$ cat src/rtl/pipeline_hazard_ctrl.sv
// Stall/flush sequencer for the 5-stage pipeline: load-use, data-memory wait and branch flush.
// Control outputs are combinational from state and inputs; state and counters are registered.
module pipeline_hazard_ctrl #(
  parameter int CNT_W   = 16,
  parameter int TIMEOUT = 64
) (
  input  logic             clk_i,
  input  logic             rst_i,
  input  logic             start_i,
  input  logic [4:0]       id_rs1_addr_i,
  input  logic [4:0]       id_rs2_addr_i,
  input  logic             ex_memread_i,
  input  logic [4:0]       ex_rd_addr_i,
  input  logic             branch_taken_i,
  input  logic             mem_req_i,
  input  logic             mem_ack_i,
  output logic             pc_write_o,
  output logic             if_id_write_o,
  output logic             if_id_flush_o,
  output logic             id_ex_write_o,
  output logic             id_ex_bubble_o,
  output logic             ex_mem_write_o,
  output logic             mem_wb_bubble_o,
  output logic [1:0]       state_o,
  output logic [CNT_W-1:0] stall_cnt_o,
  output logic [CNT_W-1:0] freeze_cnt_o,
  output logic [CNT_W-1:0] flush_cnt_o,
  output logic             err_timeout_o
);

  typedef enum logic [1:0] {
    IDLE     = 2'd0,
    RUN      = 2'd1,
    MEM_WAIT = 2'd2
  } state_t;

  localparam int              WAIT_W    = $clog2(TIMEOUT + 1);
  localparam logic [WAIT_W-1:0] WAIT_MAX  = WAIT_W'(TIMEOUT);
  localparam logic [WAIT_W-1:0] WAIT_LAST = WAIT_W'(TIMEOUT - 1);
  localparam logic [CNT_W-1:0]  CNT_MAX   = '1;

  state_t            state;
  logic [WAIT_W-1:0] wait_cnt;

  logic hold;
  logic freeze;
  logic lu;
  logic win_freeze;
  logic win_lu;
  logic win_flush;

  always_comb begin
    hold   = (state == IDLE) || !start_i;
    freeze = ((state == RUN) && mem_req_i && !mem_ack_i) ||
             ((state == MEM_WAIT) && !mem_ack_i);
    lu     = ex_memread_i && (ex_rd_addr_i != 5'd0) &&
             ((ex_rd_addr_i == id_rs1_addr_i) || (ex_rd_addr_i == id_rs2_addr_i));
    win_freeze = !hold && freeze;
    win_lu     = !hold && !freeze && lu;
    win_flush  = !hold && !freeze && !lu && branch_taken_i;
  end

  always_comb begin
    pc_write_o      = 1'b0;
    if_id_write_o   = 1'b0;
    if_id_flush_o   = 1'b0;
    id_ex_write_o   = 1'b0;
    id_ex_bubble_o  = 1'b0;
    ex_mem_write_o  = 1'b0;
    mem_wb_bubble_o = 1'b0;
    if (hold) begin
      // everything frozen, nothing bubbled
    end else if (freeze) begin
      mem_wb_bubble_o = 1'b1;
    end else if (lu) begin
      id_ex_write_o  = 1'b1;
      id_ex_bubble_o = 1'b1;
      ex_mem_write_o = 1'b1;
    end else begin
      pc_write_o     = 1'b1;
      if_id_write_o  = 1'b1;
      if_id_flush_o  = branch_taken_i;
      id_ex_write_o  = 1'b1;
      ex_mem_write_o = 1'b1;
    end
  end

  assign state_o = state;

  always_ff @(posedge clk_i) begin
    if (rst_i) begin
      state         <= IDLE;
      wait_cnt      <= '0;
      err_timeout_o <= 1'b0;
    end else begin
      case (state)
        IDLE: begin
          if (start_i) state <= RUN;
        end
        RUN: begin
          if (start_i && mem_req_i && !mem_ack_i) begin
            state    <= MEM_WAIT;
            wait_cnt <= '0;
          end
        end
        MEM_WAIT: begin
          if (mem_ack_i) begin
            state <= RUN;
          end else begin
            if (wait_cnt != WAIT_MAX) wait_cnt <= wait_cnt + 1'b1;
            if (wait_cnt >= WAIT_LAST) err_timeout_o <= 1'b1;
          end
        end
        default: state <= IDLE;
      endcase
    end
  end

  // Event counters saturate so long runs never alias back to small values.
  always_ff @(posedge clk_i) begin
    if (rst_i) begin
      stall_cnt_o  <= '0;
      freeze_cnt_o <= '0;
      flush_cnt_o  <= '0;
    end else begin
      if (win_lu && stall_cnt_o != CNT_MAX)      stall_cnt_o  <= stall_cnt_o + 1'b1;
      if (win_freeze && freeze_cnt_o != CNT_MAX) freeze_cnt_o <= freeze_cnt_o + 1'b1;
      if (win_flush && flush_cnt_o != CNT_MAX)   flush_cnt_o  <= flush_cnt_o + 1'b1;
    end
  end

endmodule

$ cat config.mk
export PLATFORM = sky130hd
export DESIGN_NAME = pipeline_hazard_ctrl
export DESIGN_NICKNAME = d
export VERILOG_FILES = /design/src/rtl/pipeline_hazard_ctrl.sv
export SDC_FILE = /design/constraint.sdc
export NUM_CORES = 1
export LEC_CHECK = 0
export CELL_PAD_IN_SITES_DETAIL_PLACEMENT = 2
export CELL_PAD_IN_SITES_GLOBAL_PLACEMENT = 2
export CORE_AREA = 5 5 108 110
export CTS_CLUSTER_SIZE = 12
export DETAILED_ROUTE_END_ITERATION = 16
export DIE_AREA = 0 0 113 115
export PLACE_DENSITY_LB_ADDON = 0.1
export SYNTH_ARGS = -nofsm -noshare
export SYNTH_HDL_FRONTEND = slang
export SYNTH_SLANG_ARGS = --single-unit
export TNS_END_PERCENT = 100
$ cat constraint.sdc
create_clock -name clk_i -period 5.05 [get_ports clk_i]
set_input_delay 0.505 -clock clk_i [delete_from_list [all_inputs] [get_ports clk_i]]
set_output_delay 0.505 -clock clk_i [all_outputs]
set_load 0.05 [all_outputs]
==> results of run 1 <==
==> final cells by class <==
class                           count  area (µm²)  area share [%]
Tap cell                          140         175            4.19
Clock inverter                      6        57.6            1.38
Timing Repair Buffer               81         801            19.1
Sequential cell                    58        1160            27.7
Inverter                            8        30.0           0.717
Multi-Input combinational cell    295        1830            43.8
Clock buffer                       10         128            3.05
==> power by group <==
group | internal [mW] | switching (mW) | total, mW
Combinational | 0.0340 | 0.0469 | 0.0809
Sequential | 0.459 | 0.00321 | 0.462
Clock | 0.225 | 0.202 | 0.427
Total | 0.717 | 0.253 | 0.970
==> flip-flops by register name, indices dropped and copies added (netlist names) <==
name / flops
stall_cnt_o: 16
state_o: 2
wait_cnt: 7
freeze_cnt_o: 16
flush_cnt_o: 16
err_timeout_o: 1
==> through the flow <==
stage | total power [mW] | setup WS [ps] | util (%)
after floorplan | 0.519 | 1950 | -
after CTS | 0.985 | 1500 | 39.5
after global routing | 1.01 | 1360 | 39.5
after global placement | 0.552 | 1580 | 37.7
after detailed placement | 0.554 | 1500 | 37.7
final | 0.970 | 1530 | 39.5
==> cell usage in the layout (no fill, tap or decap), types with 2 or more instances in the layout <==
cell | synthesis | layout
sky130_fd_sc_hd__a211oi_1 | 2 | 2
sky130_fd_sc_hd__and3_1 | 5 | 5
sky130_fd_sc_hd__a21oi_1 | 24 | 24
sky130_fd_sc_hd__clkbuf_8 | 0 | 9
sky130_fd_sc_hd__nand3_1 | 21 | 21
sky130_fd_sc_hd__dfxtp_1 | 58 | 58
sky130_fd_sc_hd__and2b_1 | 2 | 2
sky130_fd_sc_hd__and2_1 | 3 | 3
sky130_fd_sc_hd__nor3_1 | 9 | 9
sky130_fd_sc_hd__nor4_1 | 9 | 9
sky130_fd_sc_hd__clkinv_2 | 0 | 4
sky130_fd_sc_hd__or4_1 | 7 | 7
sky130_fd_sc_hd__or3_1 | 14 | 14
sky130_fd_sc_hd__nor4b_1 | 2 | 2
sky130_fd_sc_hd__o21a_1 | 3 | 3
sky130_fd_sc_hd__mux2_2 | 11 | 11
sky130_fd_sc_hd__nor2b_1 | 14 | 14
sky130_fd_sc_hd__mux2i_1 | 3 | 3
sky130_fd_sc_hd__and4_1 | 5 | 5
sky130_fd_sc_hd__nand2b_1 | 4 | 4
sky130_fd_sc_hd__nand2_1 | 26 | 26
sky130_fd_sc_hd__nor2_1 | 42 | 42
sky130_fd_sc_hd__clkdlybuf4s50_1 | 0 | 78
sky130_fd_sc_hd__buf_4 | 2 | 2
sky130_fd_sc_hd__o31ai_1 | 4 | 4
sky130_fd_sc_hd__a311oi_1 | 2 | 2
sky130_fd_sc_hd__nand4_1 | 19 | 19
sky130_fd_sc_hd__o21ai_0 | 15 | 15
sky130_fd_sc_hd__inv_1 | 8 | 8
sky130_fd_sc_hd__xnor2_1 | 17 | 17
sky130_fd_sc_hd__xor2_1 | 10 | 10
sky130_fd_sc_hd__ha_1 | 5 | 5
==> worst max-delay path: cells and delay by family <==
family          cells  cell delay [ps]
buf+inv             3             1510
compound gates      1              190
simple gates        3              810
==> cell usage after synthesis, drive strengths merged (3+ instances only) <==
cell | count | area (µm²)
a21oi | 25 | 129
and2 | 3 | 18.8
and3 | 5 | 31.3
and4 | 5 | 43.8
buf | 7 | 50.0
clkbuf | 9 | 33.8
dfxtp | 58 | 1160
ha | 5 | 62.6
inv | 8 | 30.0
mux2 | 12 | 135
mux2i | 3 | 30.0
nand2 | 26 | 97.6
nand2b | 4 | 25.0
nand3 | 21 | 105
nand4 | 19 | 119
nor2 | 42 | 158
nor2b | 14 | 87.6
nor3 | 9 | 45.0
nor4 | 9 | 56.3
o21a | 3 | 22.5
o21ai | 17 | 88.8
o31ai | 4 | 30.0
or3 | 14 | 87.6
or4 | 7 | 52.6
xnor2 | 17 | 149
xor2 | 10 | 87.6
==> metal layers <==
metal	wire, µm	vias up
li1	-	1516
met1	4330	1525
met5	0	-
met2	4870	48
met4	181	0
met3	334	13
==> path summary, 6_finish.rpt <==
kind	end	cells past startpoint	slack (ps)	startpoint
worst min-delay path	err_timeout_o	2	480	err_timeout_o
worst max-delay path	if_id_write_o	7	1530	ex_rd_addr_i[1]
worst max register to register	flush_cnt_o[0]	6	2670	state_o[0]
worst min register to register	err_timeout_o	2	480	err_timeout_o
==> cells by family (layout without fill, tap and decap cells) <==
group                      after synthesis  after routing
muxes                                   15             15
buffers and inverters                   24            105
and+or+nand+nor                        187            187
xor gates and xnor gates                27             27
adders and majority gates                5              5
AOI/OAI and AO/OA                       61             61
DFF                                     58             58
==> impl_summary.md, run 1 <==
Run status
The flow ran to the end, and the final reports show no timing, DRC or antenna violations.

Synth
The compound-gate portion of the synthesized area is a little under an eighth. The synthesized netlist devotes 7.61% of its cell area to XOR and XNOR gates. The mapped netlist covers ~3100 µm². The number of nets handed over by synthesis was about 400. After synthesis, the netlist uses 50 different library cells.

After Yosys synthesis, and, or, nand and nor cells account for 32.2% of the synthesized area. The adder-cell share of the synthesized area is approximately 2.0%. The count of flip-flops with a built-in enable after synthesis is 0. After synthesis the netlist holds a flip-flop and latch count of 58. The gate count after technology mapping is 377. The most instantiated flip-flop cell in the synthesis netlist is sky130_fd_sc_hd__dfxtp_1. The average instance in the mapped netlist occupies around 8.2 µm². The fraction of synthesized area in multiplexers is 5.31%. The count of synthesis-stage warnings from yosys is 0. The sequential fraction of the synthesis area is a little under two fifths. The main combinational cell family by area after synthesis is simple AND/OR/NAND/NOR gates. The share of async-settable or async-resettable flops after synthesis is 0%.

Route
The total wire length is between 9000 and 10,000 µm. The number of iterations in the first detailed-routing pass is 4. After detailed routing, the average wire length per cell comes to roughly 16 µm. The initial DRC count is 61. The number of design rule violations left after detail routing is 0. The detailed-route vias per instance is about 5.2. The count of nets left with antenna violations after detail routing is 0. The total vias in the final route is 3,102.

STA
The count of pins over their slew limit is 0. Across all hold checks on the routed design, the worst slack comes to 480 ps. The number of hold violations in the final report is 0. Setup repair after global routing left no endpoint under its margin. The summed negative setup slack over all endpoints is 0 ps.

The setup-violating endpoint count in the final report is 0. Headroom to the max-slew limit came out at about 44%. The minimum period implied by the final worst setup slack is ~3500 ps. The maximum clock rate is between 200 and 300 MHz.

The final cycle utilization of the critical path is between 60 and 70%. The slew of the pin with the lowest slew margin is roughly 830 ps. The setup clock skew after layout is 12.1 ps.

GRT
The met2 usage in global routing is between 20% and 30%. The first-pass GRT wire length is roughly 16,000 µm. Global routing used 19.3% of the available met1 tracks. The initial antenna violation count came to 0. The largest net degree at the start of global routing is ~40. The met3 track demand over resource in global routing is roughly 3.0%. The most heavily used metal layer in global routing is met2. The number of global-route vias before repair is roughly 3.3k. Summed over all layers, the global routing overflow is 0. Global routing used 15.5% of the available tracks across all layers.

Floorplanning
The die is ~120 µm tall. In this run the horizontal extent of the chip is ~110 µm. During I/O placement, the number of pins put on the boundary was 80.

The effective utilization at floorplan is 29.3%. The die outline area is roughly 13,000 µm². The core area is ~11,000 µm².

The cell row count is 38.

Setup path
STA classifies the critical path endpoint as an output pin. The signal on the critical path passes through clkdlybuf4s50_1 -> or4_1 -> o21ai_2 -> nor2b_1 -> buf_4 -> nor2_1 -> clkdlybuf4s50_1. The biggest cell delay along the critical path is between 800 and 900 ps. The critical path class is primary input to output pin.

The category of the worst setup path launch point is a primary input. The cell type with the highest occurrence count on the critical path is sky130_fd_sc_hd__clkdlybuf4s50_1. STA puts the critical path data required time at about 4600 ps. The maximum fanout encountered on the critical timing path is 25.

The worst path arrival time is ~3000 ps. The cell with the largest stage delay on the worst path is sky130_fd_sc_hd__clkdlybuf4s50_1.

Placed design
The post-placement cell count is a little under 600. The weighted congestion reported at the end of routability-driven placement is ~0.72. The half-perimeter wire length of the detailed placement result is 7290 µm. The count of input and output buffers is between 70 and 80. Once placement finished, the instance area stood at between 4000 and 5000 µm².

Hold path
The path class of the tightest hold or removal check is flop to flop.

CTS
The TritonCTS clock tree is yes. The number of buffers on the longest clock path is 2. For this design, the CTS-stage hold fixing added 0 buffers. The cell sitting at the root of the clock tree is a sky130_fd_sc_hd__clkbuf_8. After clock tree synthesis, the repair step resized 0 gates. TritonCTS created 9 clock buffers. CTS saw just under 60 sinks. The register clock-pin slew on the reported worst setup and hold paths is 60 ps.

Buffers added to address setup during post-CTS repair amount to 0. The number of levels the H-tree was split into is 3. The clock latency on the worst-skew pair is about 350 ps.

Layout
From synthesis to final layout, the design area changed by 34.7%. The area of all placed cells without fillers is between 4000 and 5000 µm². The total of fill cells in the finished design is about 1.2k. For this run, the post-layout net count is between 400 and 500. The fraction of final layout cells with drive strength greater than 1 is just over 7%.

0 antenna diodes ended up in the layout. Excluding fillers, the count of instances in the completed layout stands at ~600.

Pwr
The power density normalized to cell area is ~230 nW/µm². For this design the static power due to leakage is 1.40 nW. The largest voltage drop on the vdd net is 0.125 mV.

Run
The count of max-cap constraint violations is 0.
No activity file was read; power rests on OpenSTA's default activity.
==> inputs of run 2 (changes only) <==
CORE_AREA = 5 5 112 114   (was 5 5 108 110)
DIE_AREA = 0 0 117 119   (was 0 0 113 115)
clock period = 3.52 ns   (was 5.05 ns; I/O delays follow)
==> impl_summary.md, run 2 (same netlist as run 1, synthesis figures left out) <==
CTS
CTS placed an instance of sky130_fd_sc_hd__clkbuf_16 at the clock tree root. The number of instances resized during post-cts repair came to 0 (unchanged). The clock latency on the worst-skew pair is 330 ps (-20 ps). The TritonCTS clock tree is yes. The post-CTS setup-driven buffer insertion count is 0 (unchanged).

The TritonCTS sink count is 58 (unchanged). The number of buffers on the longest clock path is 2 (unchanged). The count of hold-fix buffers inserted at cts is 0 (unchanged).

The register clock-pin slew on the reported worst setup and hold paths is 50 ps (about the same). The number of CTS-inserted buffers is 9 (unchanged). The number of levels the H-tree was split into is 3 (unchanged).

Run status
The flow ran to the end, and the final reports show no timing, DRC or antenna violations.

STA
The number of hold violations in the final report came to 0 (unchanged). Setup repair after global routing left no endpoint under its margin. The setup slack after layout is 555 ps (-972 ps). The setup-violating endpoint count in the final report is 0 (unchanged).

The worst max-slew margin expressed relative to the limit was 38.2% (-5.9 points). The summed negative setup slack over all endpoints was 0 ps (unchanged). The count of pins over their slew limit came to 0 (unchanged).

The final cycle utilization of the critical path is between 80% and 90%. The setup clock skew after layout is 5.38 ps (-6.72 ps). The worst hold margin is 445 ps (-34.8 ps).

The slew of the pin with the lowest slew margin is 920 ps (+87.7 ps). Derived from the worst setup path, the maximum achievable clock frequency is approximately 340 MHz. The minimum period implied by the final worst setup slack is a little under 3000 ps.

Pwr
The largest voltage drop on the vdd net is 0.215 mV (+72%). The switching power as a share of total power is 23.0% (-3.0 points). The power density normalized to cell area is 391 nW/µm² (+69%). The internal power of the cells is 1.29 mW (+80%). The total chip power is 1.68 mW (+73%). The share of power burned in combinational logic is 7.0% (-1.3 points). The sequential cell fraction of total power was 39.5% (-8.1 points). The part of the power in the clock network is 53.5% (+9.5 points). The leakage power is 1.46 nW (+4.4%). The switching power came to 387 µW (+53%).

Placed design
The weighted congestion reported at the end of routability-driven placement is 0.770 (+6.5%). The worst-case setup slack after placement is 551 ps (-951 ps). The half-perimeter wire length of the detailed placement result is 7750 µm (+6.3%).

The count of input and output buffers is 79 (unchanged).

GRT
The met2 usage in global routing is 28.6% (+2.0 points). The largest net degree at the start of global routing is 31 (-24%). The first-pass GRT wire length is 17,600 µm (+7.0%). The total global routing overflow is 0 (unchanged). The met1 usage in global routing was 18.1% (-1.1 points). The number of global-route vias before repair is 3,428 (+4.7%). The initial antenna violation count is 0 (unchanged). The total global-route track usage is 15.7% (+0.20 points). The met3 track demand over resource in global routing was 4.01% (+1.0 points).

The most heavily used metal layer in global routing is met2.

Floorplanning
The core area came to 11,300 µm² (+6.8%). The die outline area is 13,900 µm² (+7.1%). The width of the die is 117 µm (+3.5%).

The cell row count was 39 (+2.6%). The total I/O pin count was 80 (unchanged). The effective utilization at floorplan is 27.5% (-1.9 points). The die boundary height came to 119 µm (+3.5%).

Setup path
The critical path class is primary input to output pin. The biggest cell delay along the critical path is 730 ps (-100 ps). The maximum fanout encountered on the critical timing path is 4 (-84%). The kind of cell with the highest combined delay along the critical path is buffers and inverters. STA classifies the critical path startpoint as a primary input.

The depth of the worst register-to-register path is 6 (unchanged). The number of buffer and inverter stages on the critical path was 2 (-1). The worst register-to-register path ends at flush_cnt_o[2]. The worst path arrival time is 2610 ps (-410 ps). The cell with the largest stage delay on the worst path is sky130_fd_sc_hd__clkdlybuf4s50_1. The worst reg-to-reg setup slack was 1090 ps (-1580 ps).

The critical path goes through clkdlybuf4s50_1 -> or4_1 -> o21ai_2 -> nor3_1 -> and2_1 -> clkdlybuf4s50_1. The source of the worst register-to-register timing path is state_o[0]. The critical path data required time is 3170 ps (-1380 ps). The element type at the critical path end is an output pin. Among the stages of the critical path, the cell type that occurs most often is sky130_fd_sc_hd__clkdlybuf4s50_1.

Route
The number of design rule violations left after detail routing came to 0 (unchanged). The number of iterations in the first detailed-routing pass came to 4 (unchanged). The initial DRC count is 104 (+70%).

The total wire length was 10,500 µm (+8.4%). The total vias in the final route was 3,145 (+1.4%). The count of nets left with antenna violations after detail routing is 0 (unchanged). The detailed-route vias per instance came to 5.22 (+0.71%). The mean routed wirelength per cell is 17.5 µm (+7.7%).

Layout
The number of antenna diodes is 0 (unchanged). From synthesis to final layout, the design area changed by 38.4%. The number of nets in the final layout is 481 (+0.21%). The top cell types in the final layout, fill and taps aside, are 75 x sky130_fd_sc_hd__clkdlybuf4s50_1, 58 x sky130_fd_sc_hd__dfxtp_1, 42 x sky130_fd_sc_hd__nor2_1. The final core area utilization was 38.0% (-1.5 points).

The total of fill cells in the finished design is 1,292 (+4.5%). The leading cell type in the layout, fill and taps excluded is sky130_fd_sc_hd__clkdlybuf4s50_1. The largest registers in the layout are flush_cnt_o x16, freeze_cnt_o x16, stall_cnt_o x16. The fraction of final layout cells with drive strength greater than 1 is 7.63% (+0.42 points).

Hold path
The instance count along the most critical hold path is 2 (unchanged). The worst hold path terminates at freeze_cnt_o[12]. The type of the most critical hold path is primary input to flop. The beginning of the worst hold path is rst_i.

Run
The count of max-cap constraint violations is 0 (unchanged).
-- run 2: cell type report --
| cell class | count | area [µm²] | share of cell area [%] |
|---|---|---|---|
| Clock buffer | 14 | 264 | 6.14 |
| Clock inverter | 2 | 35.0 | 0.814 |
| Sequential cell | 58 | 1160 | 27.0 |
| Inverter | 8 | 30.0 | 0.698 |
| Multi-Input combinational cell | 295 | 1830 | 42.6 |
| Tap cell | 143 | 179 | 4.16 |
| Timing Repair Buffer | 82 | 801 | 18.6 |
-- run 2: routing by layer --
metal	share of wire (%)	routed length, µm
met3	3.9	408
met4	0.95	100
met1	43	4500
met5	0	0
met2	52	5530
-- run 2: through the flow --
stage          area (µm²)  instances
6_report             4300        602
5_1_grt              4300        602
4_1_cts              4300        602
3_5_place_dp         4000        586
3_3_place_gp         4000        586
2_1_floorplan        3110        377
-- run 2: how the worst max path moves through the flow --
stage | start | to | slack, ps | depth (start not counted)
after floorplan | state_o[0] | if_id_flush_o | 580 | 5
after global placement | ex_rd_addr_i[1] | id_ex_bubble_o | 560 | 6
after detailed placement | ex_rd_addr_i[1] | id_ex_bubble_o | 550 | 6
after CTS | ex_rd_addr_i[1] | id_ex_bubble_o | 530 | 6
after global routing | mem_ack_i | id_ex_bubble_o | 430 | 5
final | ex_rd_addr_i[1] | id_ex_bubble_o | 560 | 6
-- run 2: power by group through the flow --
stage | combinational [mW] | sequential, mW | clock (mW)
2_1_floorplan | 0.0614 | 0.684 | 0
3_3_place_gp | 0.117 | 0.678 | 0
3_5_place_dp | 0.120 | 0.678 | 0
4_1_cts | 0.121 | 0.664 | 0.921
5_1_grt | 0.128 | 0.664 | 0.952
6_report | 0.118 | 0.664 | 0.899
